[src/rtl/mem_arbiter.sv]
// Two-port arbiter for the unified instruction/data memory.
// Serialises core and loader accesses and applies the fixed read latency.
module mem_arbiter #(
    parameter int MEM_LAT  = 2,
    parameter bit PRIORITY = 1'b0
) (
    input  logic        clk,
    input  logic        rst,
    input  logic        c_req,
    input  logic        c_we,
    input  logic [31:0] c_addr,
    input  logic [31:0] c_wdata,
    input  logic [3:0]  c_wstrb,
    output logic        c_gnt,
    output logic        c_done,
    output logic [31:0] c_rdata,
    input  logic        d_req,
    input  logic        d_we,
    input  logic [31:0] d_addr,
    input  logic [31:0] d_wdata,
    input  logic [3:0]  d_wstrb,
    output logic        d_gnt,
    output logic        d_done,
    output logic [31:0] d_rdata,
    output logic        mem_en,
    output logic        mem_we,
    output logic [31:0] mem_addr,
    output logic [31:0] mem_wdata,
    output logic [3:0]  mem_wstrb,
    input  logic [31:0] mem_rdata
);

    typedef enum logic [1:0] {IDLE, ISSUE, WAIT, RESP} state_t;

    state_t      state;
    state_t      state_nxt;
    logic [3:0]  cnt;
    logic        owner;
    logic        rr_last;
    logic        lat_we;
    logic [31:0] lat_addr;
    logic [31:0] lat_wdata;
    logic [3:0]  lat_wstrb;
    logic        grant;
    logic        win;

    // win: 0 selects the core, 1 selects the loader
    always_comb begin
        win = 1'b0;
        unique case (1'b1)
            c_req && !d_req: win = 1'b0;
            d_req && !c_req: win = 1'b1;
            default:         win = PRIORITY ? 1'b0 : ~rr_last;
        endcase
    end

    assign grant = (state == IDLE) && (c_req || d_req) && !rst;

    always_ff @(posedge clk) begin
        if (rst) state <= IDLE;
        else     state <= state_nxt;
    end

    always_comb begin
        state_nxt = state;
        unique case (state)
            IDLE:    if (grant) state_nxt = ISSUE;
            ISSUE:   state_nxt = (MEM_LAT == 1) ? RESP : WAIT;
            WAIT:    if (cnt == 4'd1) state_nxt = RESP;
            RESP:    state_nxt = IDLE;
            default: state_nxt = IDLE;
        endcase
    end

    always_ff @(posedge clk) begin
        if (rst) begin
            cnt       <= '0;
            owner     <= 1'b0;
            rr_last   <= 1'b1;
            lat_we    <= 1'b0;
            lat_addr  <= '0;
            lat_wdata <= '0;
            lat_wstrb <= '0;
        end else begin
            if (grant) begin
                owner     <= win;
                lat_we    <= win ? d_we    : c_we;
                lat_addr  <= win ? d_addr  : c_addr;
                lat_wdata <= win ? d_wdata : c_wdata;
                lat_wstrb <= win ? d_wstrb : c_wstrb;
            end
            if (state == ISSUE)     cnt <= 4'(MEM_LAT - 1);
            else if (state == WAIT) cnt <= cnt - 4'd1;
            if (state == RESP)      rr_last <= owner;
        end
    end

    // Strobes are suppressed while rst is high so an abandoned access never completes
    always_comb begin
        c_gnt   = 1'b0;
        d_gnt   = 1'b0;
        c_done  = 1'b0;
        d_done  = 1'b0;
        c_rdata = '0;
        d_rdata = '0;
        mem_en  = 1'b0;
        mem_we  = 1'b0;
        if (grant) begin
            c_gnt = ~win;
            d_gnt = win;
        end
        if (state == RESP && !rst) begin
            c_done = ~owner;
            d_done = owner;
            if (!lat_we && !owner) c_rdata = mem_rdata;
            if (!lat_we && owner)  d_rdata = mem_rdata;
        end
        if (state == ISSUE && !rst) begin
            mem_en = 1'b1;
            mem_we = lat_we;
        end
    end

    assign mem_addr  = lat_addr;
    assign mem_wdata = lat_wdata;
    assign mem_wstrb = lat_wstrb;

endmodule

[config.mk]
export PLATFORM = sky130hd
export DESIGN_NAME = mem_arbiter
export DESIGN_NICKNAME = d
export VERILOG_FILES = /design/src/rtl/mem_arbiter.sv
export SDC_FILE = /design/constraint.sdc
export NUM_CORES = 1
export LEC_CHECK = 0
export ABC_AREA = 1
export ABC_CLOCK_PERIOD_IN_PS = 1900
export BUFFER_PORTS_ARGS = -buffer_cell sky130_fd_sc_hd__buf_2
export CELL_PAD_IN_SITES_DETAIL_PLACEMENT = 0
export CELL_PAD_IN_SITES_GLOBAL_PLACEMENT = 1
export CORE_MARGIN = 4
export CORE_UTILIZATION = 29
export DETAILED_ROUTE_END_ITERATION = 7
export PLACE_DENSITY_LB_ADDON = 0.12
export SETUP_SLACK_MARGIN = 0.4
export SLEW_MARGIN = 10
export SYNTH_ARGS = -nofsm -noshare
export SYNTH_HDL_FRONTEND = slang
export SYNTH_SLANG_ARGS = --single-unit
[constraint.sdc]
create_clock -name clk -period 1.9 [get_ports clk]
set_input_delay 0.19 -clock clk [delete_from_list [all_inputs] [get_ports clk]]
set_output_delay 0.19 -clock clk [all_outputs]
set_load 0.02 [all_outputs]
# Word level (Yosys, flattened, before mapping)
# Cells that the tools add are included.
# totals
wordCells	57
regBits	77
# op_classes
n_mux	20
n_addsub	1
bitwise_logic	3
n_eq_ne	6
n_reduce_logical	18
# ops
cell	n
$mux 32	6
$mux 1	9
$logic_and 1x1->1	8
$pmux 2 s4	1
$logic_not 1->1	5
$eq 2x2->1 const B	2
$eq 4x1->1 const B	1
$mux 2	2
$mux 4	1
$ne 2x2->1 const B	2
$sub 4x1->4 const B	1
$not 1->1	3
$eq 2x1->1 const B	1
$logic_not 2->1	1
$pmux 1 s2	1
$reduce_and 2->1	1
$reduce_bool 2->1	1
$reduce_or 2->1	1
$logic_or 1x1->1	1

# Depth between registers and ports, before layout
# Gate-level depths: netlist (run 1).
# depth
word_depth	5
mapped_depth	9
mapped_depth_nobuf	9

# Worst setup path before layout (run 1)
# OpenSTA, ideal clock, no wires.
# synth_path
path_type	input-to-reg
start	input c_req
end	register owner
t_required_ps	1763
path_buffers	1
stages	7
t_arrival_ps	1328
setup_ps	137
setup_slack_ps	436
path_cell_list	inv_1 > ha_1 > inv_2 > nand2_2 > buf_2 > a21oi_1 > nor2_1
# synth_via
elab_chain_cells	3
# synth_rtl
item	line_no	rtl
from (decl)	9	input logic c_req,
$logic_not 1->1 / $logic_or 1x1->1 (equally long branches)	52, 57	
$logic_and 1x1->1 (on tied branches)	52, 57	
$pmux 1 s2 / $logic_and 1x1->1 (equally long branches)	50, 57	
to (signal assigned)	86	owner <= win;
to (decl)	38	logic owner;
# Parallel ways exist; a longest one is shown, timed or not.
# A chain may end at the register's enable or synchronous reset.

# Worst setup path after layout (run 1)
# layout_path
start	register state[1]
end	output d_rdata[5]
# layout_via
elab_chain_cells	3
# layout_rtl
item	line_no	rtl
from (decl)	35	state_t state;
from (signal assigned)	61	else state <= state_nxt;
$eq 2x2->1	112	if (state == RESP && !rst) begin
$logic_and 1x1->1	112	
$mux 32	112	
to (decl)	24	output logic [31:0] d_rdata,
# No other way between the ends.

==> reports/results.tsv, run 1 <==
stage	metric	value	unit
run_status	status	finished, final reports clean	
timing	period utilisation layout	91.71	%
logic_synthesis	largest cells by area after synthesis	dfxtp_1, nand2_1, nand3_1	
floorplan	Core Box Area	15830	um2
global_routing	Total GRT Usage	19.69	%
timing	Final Hold Slack	156.3	ps
layout	fin nets	1193	
cts	CTS tree	yes	
timing	fin crit period	1743	ps
timing	Fin Setup TNS	0	ps
worst_setup_path	WP data arrival	1550	ps
layout	share of cells above drive strength 1	44.39	%
timing	Slew HR	65.45	%
power_and_ir_drop	leak pwr	3.957	nW
worst_setup_path	Critical Path Source Type	flip-flop	
worst_setup_path	CP max FO	8	
power_and_ir_drop	P per Cell Area	905.2	nW/um2
flow_run	number of max-cap violations	0	
worst_setup_path	Reg2Reg Depth	9	
global_routing	total congestion overflow	0	
timing	Clock Skew	6.106	ps
global_routing	first-pass GRT wire length	28720	um
layout	register area	1550	um2
cts	Max clock buf depth	2	
global_routing	largest net degree at the start of global routing	60	
floorplan	Initial Util	29.40	%
route	routed wire length	19760	um
timing	Hold Vio Cnt, Final	0	
worst_setup_path	Worst setup EP type	primary output	
layout	fin util	49.67	%
route	Iteration-0 DRC Markers	209	
power_and_ir_drop	peak supply drop	0.0004349	V
worst_setup_path	reg2reg start	state[1]$_SDFFE_PP0P_	
logic_synthesis	Synth cell types	24	
timing	Final setup viols	0	
min_path	Hold Path Class	in2reg	
floorplan	die area	18140	um2
logic_synthesis	post-synth net total	897	
logic_synthesis	Post-synth EDFFs	0	
worst_setup_path	worst stage delay on the critical path	370	ps
worst_setup_path	CP cell instances	ha_4, nand2_8, clkbuf_16, nor3_2, buf_4	
cts	Clock Sinks	77	
cts	Clk Tree Root Cell	clkbuf_16	
global_routing	number of global-route vias before repair	5465	
cts	Clk Latency, worst-skew pair	340	ps
timing	FMAX	573.9	MHz
worst_setup_path	Crit Path Category	reg2out	
route	drt first pass iters	7	
min_path	Worst Hold Launch	rst	
logic_synthesis	most used flip-flop cell after synthesis	dfxtp_1	
worst_setup_path	Buf+Inv Stages, Crit Path	2	
worst_setup_path	reg2reg end	state[1]$_SDFFE_PP0P_	
logic_synthesis	sequential area share after synthesis	33.13	%
min_path	hold endpoint	mem_wdata[14]$_SDFFE_PP0P_	
cts	CTS clk-pin slew, worst paths	60	ps
cts	H-tree levels	3	
layout	Syn-to-layout area delta	68.94	%
route	post-route ant nets	0	
floorplan	IO Pins	312	
min_path	Worst Hold Depth	2	
layout	commonest non-fill, non-tap cell in the layout	buf_2	
layout	fill cell count	1604	
route	via count	5859	
logic_synthesis	Yosys top cell area share	33.13	%
route	WL per Instance	16.00	um
logic_synthesis	Synth Instances	715	
worst_setup_path	worst endpoint required time	1710	ps
logic_synthesis	post-synthesis cell area	4653	um2
logic_synthesis	post-synth top area cell	dfxtp_1	
route	Avg Vias per Cell	4.744	
cts	total CTS buffers	9	
floorplan	row count	46	
worst_setup_path	CP max stage cell	dfxtp_4	
placement	Final HPWL DP	12790	um
global_routing	initial antenna violation count	3	
logic_synthesis	Avg Inst Size Synth	6.508	um2
worst_setup_path	CP delay by family, top	buffers and inverters	
logic_synthesis	synthesis warning total	0	
timing	Worst Tran Pin Value	518.3	ps
timing	RSZ-0062 raised after global routing	yes	
layout	Multi-input gate area	3037	um2
route	DRC viols	0	
layout	most frequent cells in the layout	buf_2, nand2_1, nand3_1	
floorplan	Die H	134.7	um
logic_synthesis	Yosys reg bits	77	
logic_synthesis	Post-synth ARST share	0	%
floorplan	Die W	134.7	um
placement	number of port buffers	311	
timing	fin. max-slew vios	0	
worst_setup_path	setup slack, reg-to-reg	510	ps
placement	GPL Wtd Cong	0.8176	
-- area by class of cell --
cell class | count | area share, %
inverters | 48 | 2.324
flip-flops and latches | 77 | 19.72
multi-input cells | 527 | 38.63
repair buffers | 348 | 31.93
diodes | 3 | 0.09550
clock buffers | 13 | 3.311
well taps | 216 | 3.438
clock inverters | 3 | 0.5571
-- registers in the layout, summed over array words and instances, names as in the netlist --
signal,cells
cnt,4
state,2
owner,1
mem_addr,32
mem_wstrb,4
rr_last,1
mem_wdata,32
lat_we,1
-- synth_stat cells (4+ instances only) --
| library cell | n |
|---|---|
| inv_1 | 45 |
| nor2_1 | 10 |
| nand2_1 | 218 |
| buf_4 | 8 |
| ha_1 | 8 |
| nor3_1 | 37 |
| clkbuf_1 | 7 |
| buf_6 | 4 |
| a21oi_1 | 73 |
| dfxtp_1 | 77 |
| nor3_2 | 29 |
| buf_2 | 41 |
| nand3_1 | 140 |
-- worst max-delay path by stage --
stage	start	endpoint	cells after the start	slack, ps
finish	state[1]$_SDFFE_PP0P_	d_rdata[5]	5	160
global route	state[1]$_SDFFE_PP0P_	d_rdata[25]	5	100
CTS	state[1]$_SDFFE_PP0P_	d_rdata[22]	5	180
detailed placement	state[1]$_SDFFE_PP0P_	state[1]$_SDFFE_PP0P_	9	320
global placement	c_req	mem_addr[3]$_SDFFE_PP0P_	10	330
floorplan	c_req	owner$_SDFFE_PP0P_	7	440
-- logic make-up after synthesis --
group | after synthesis | synth area share, %
DFF | 77 | 33.13
AOI/OAI and AO/OA | 79 | 8.604
and+or+nand+nor | 439 | 44.56
adders and majority gates | 8 | 2.151
buffers and inverters | 111 | 11.37
xor gates and xnor gates | 1 | 0.1883
-- what timing repair did --
item,in CTS,in global routing
hold endpoints to repair,0,0
hold buffers,0,0
gates resized for setup,76,131
setup endpoints to repair,76,72
pin swaps,0,28
gates cloned,6,4
buffers inserted,3,4
-- metrics by stage --
step | setup slack [ps] | instances | instance area (um2) | total power [mW]
floorplan | 435.7 | 715 | 4653 | 3.807
global placement | 328.0 | 1199 | 6400 | 4.701
detailed placement | 318.1 | 1199 | 6400 | 4.687
CTS | 181.8 | 1224 | 7133 | 6.860
global route | 102.9 | 1234 | 7859 | 7.560
finish | 157.4 | 1235 | 7861 | 7.116
-- layer usage --
metal	part of all wire (%)	up-vias	global-route usage, %
li1	-	2959	-
met1	41	2663	23.92
met2	49	202	33.30
met3	7.4	33	5.700
met4	2.1	2	6.844
met5	0.091	-	0
-- where the power goes --
| group | switching, mW | total [mW] | internal, mW |
|---|---|---|---|
| clock network | 0.683 | 1.77 | 1.09 |
| registers | 0.165 | 2.09 | 1.92 |
| logic | 1.95 | 3.25 | 1.30 |
| total | 2.80 | 7.12 | 4.32 |
-- worst reg2reg max path, cell delays in order, from the launching register on --
cell	delay [ps]
dfxtp_4	370
inv_2	60
ha_4	180
nand2_8	110
buf_6	240
nand2_1	80
nand2_1	110
nand2_1	60
nand2_1	50
nor2_1	40
(Power assumes the default switching activity.)
==> inputs of run 2 (changes only) <==
--- a/config.mk
+++ b/config.mk
@@ -13,6 +13,7 @@
 export CORE_MARGIN = 4
 export CORE_UTILIZATION = 29
 export DETAILED_ROUTE_END_ITERATION = 7
+export GPL_TIMING_DRIVEN = 0
 export PLACE_DENSITY_LB_ADDON = 0.12
 export SETUP_SLACK_MARGIN = 0.4
 export SLEW_MARGIN = 10
==> reports/results.tsv, run 2 (synthesis gave the netlist of run 1 again) <==
stage	metric	value	unit
route	routed wire length	18900	um
route	post-route ant nets	0	
min_path	Hold Path Class	in2reg	
run_status	status	finished, final reports clean	
floorplan	Initial Util	29.40	%
layout	most frequent cells in the layout	buf_2, nand2_1, nand3_1	
layout	Syn-to-layout area delta	60.15	%
global_routing	number of global-route vias before repair	5411	
route	DRC viols	0	
flow_run	number of max-cap violations	0	
route	via count	5845	
min_path	Worst Hold Launch	d_addr[27]	
worst_setup_path	Crit Path Category	reg2out	
layout	commonest non-fill, non-tap cell in the layout	buf_2	
layout	Inserted Diodes	0	
floorplan	Core Box Area	15830	um2
timing	Slew HR	67.57	%
global_routing	Total GRT Usage	19.18	%
power_and_ir_drop	leak pwr	3.789	nW
timing	RSZ-0062 raised after global routing	yes	
cts	H-tree levels	3	
layout	share of cells above drive strength 1	43.31	%
placement	Area after DPL	6475	um2
power_and_ir_drop	Sw Pwr	2.668	mW
global_routing	initial antenna violation count	1	
timing	FMAX	570.8	MHz
floorplan	Die W	134.7	um
worst_setup_path	Worst setup EP type	primary output	
floorplan	die area	18140	um2
power_and_ir_drop	Reg power frac	32.1	%
global_routing	total congestion overflow	0	
cts	total CTS buffers	9	
timing	fin crit period	1752	ps
placement	GPL Wtd Cong	0.7998	
power_and_ir_drop	switching share of power	40.87	%
cts	Clk Tree Root Cell	clkbuf_16	
route	WL per Instance	14.97	um
cts	CTS tree	yes	
worst_setup_path	Crit. Startpoint	state[0]$_SDFFE_PP0P_	
worst_setup_path	Most common cell on crit path	buf_2	
worst_setup_path	worst stage delay on the critical path	370	ps
timing	setup ws final	148.2	ps
timing	Worst Tran Pin Value	486.5	ps
worst_setup_path	reg2reg start	state[0]$_SDFFE_PP0P_	
timing	Final setup viols	0	
global_routing	first-pass GRT wire length	27860	um
cts	CTS Hold Bufs	0	
worst_setup_path	CP cell instances	ha_4, nand2_4, buf_2, nor3_1, buf_2	
cts	Max clock buf depth	2	
worst_setup_path	Critical Path Source Type	flip-flop	
worst_setup_path	CP max stage cell	dfxtp_4	
worst_setup_path	WP data arrival	1560	ps
floorplan	IO Pins	312	
layout	fin nets	1224	
worst_setup_path	CP max FO	10	
placement	Final HPWL DP	14320	um
cts	CTS clk-pin slew, worst paths	60	ps
power_and_ir_drop	Comb pwr share	44.6	%
power_and_ir_drop	Clock power frac	23.4	%
power_and_ir_drop	P per Cell Area	875.9	nW/um2
placement	Setup WS pre-CTS	-109.1	ps
floorplan	row count	46	
cts	Clock Sinks	77	
timing	period utilisation layout	92.20	%
route	drt first pass iters	4	
worst_setup_path	worst endpoint required time	1710	ps
timing	fin. max-slew vios	0	
placement	number of port buffers	310	
global_routing	largest net degree at the start of global routing	13	
timing	Clock Skew	9.816	ps
route	Iteration-0 DRC Markers	267	
power_and_ir_drop	total chip power	6.528	mW
timing	Hold Vio Cnt, Final	0	
layout	final instance area	7452	um2
cts	Clk Latency, worst-skew pair	330	ps
power_and_ir_drop	P_int	3.860	mW
route	Avg Vias per Cell	4.632	
power_and_ir_drop	peak supply drop	0.0005039	V
timing	Fin Setup TNS	0	ps
floorplan	Die H	134.7	um
run 2: cell types whose count changed in the layout (fill, tap and decap cells not counted), sizes merged, moves of 2 or more:
| cell | previous run | this run |
|---|---|---|
| buf | 341 | 369 |
| clkbuf | 17 | 21 |
| bufbuf | 3 | 0 |
| diode | 3 | 0 |
| clkinv | 2 | 4 |
run 2: metrics by stage:
stage                     hold slack, ps  cells  util, %
after floorplan                    431.8    715        -
after global placement             449.1   1241    40.91
after detailed placement           452.6   1241    40.91
after CTS                          190.0   1261    44.76
after global routing               222.6   1262    47.08
final                              208.2   1262    47.08
run 2: area by class of cell:
cell class / count / area [um2]
clock buffer: 11 / 232.7
sequential: 77 / 1550
tap: 216 / 270.3
buffer: 63 / 435.4
clock inverter: 4 / 26.28
multi-input combinational: 527 / 2888
timing repair buffer: 316 / 1866
inverter: 48 / 183.9
fill: 1663 / 8376
run 2: path summary, 6_finish.rpt:
| path | depth (start not counted) | end | slack [ps] |
|---|---|---|---|
| max | 5 | d_rdata[9] | 150 |
| max reg2reg | 7 | lat_we$_SDFFE_PP0P_ | 530 |
| min | 5 | mem_addr[27]$_SDFFE_PP0P_ | 210 |
| min reg2reg | 2 | mem_wdata[21]$_SDFFE_PP0P_ | 460 |
run 2: what timing repair did:
action	CTS	global route
pin swaps	6	24
resized for setup	95	81
endpoints found under the setup margin	139	71
setup buffers	4	0
gates cloned	1	1
run 2: metal layers:
layer / vias up / share of wire [%] / GRT usage (%)
li1: 3007 / - / -
met1: 2617 / 41 / 22.88
met2: 194 / 49 / 33.85
met3: 25 / 7.4 / 5.216
met4: 2 / 1.6 / 5.317
met5: - / 0.069 / 0
run 2: critical path: cells and delay by family (launching register included):
kind / cells / cell delay (ps)
adders and majority gates: 1 / 140
and+or+nand+nor: 2 / 310
buffers and inverters: 2 / 410
DFF: 1 / 370
run 2: power by group through the flow:
stage          combinational [mW]  sequential (mW)  clock, mW
5_1_grt                      3.22             2.14       1.65
2_1_floorplan                1.41             2.39          0
3_5_place_dp                 2.60             2.10          0
4_1_cts                      2.77             2.09       1.59
3_3_place_gp                 2.62             2.09          0
6_report                     2.91             2.09       1.52
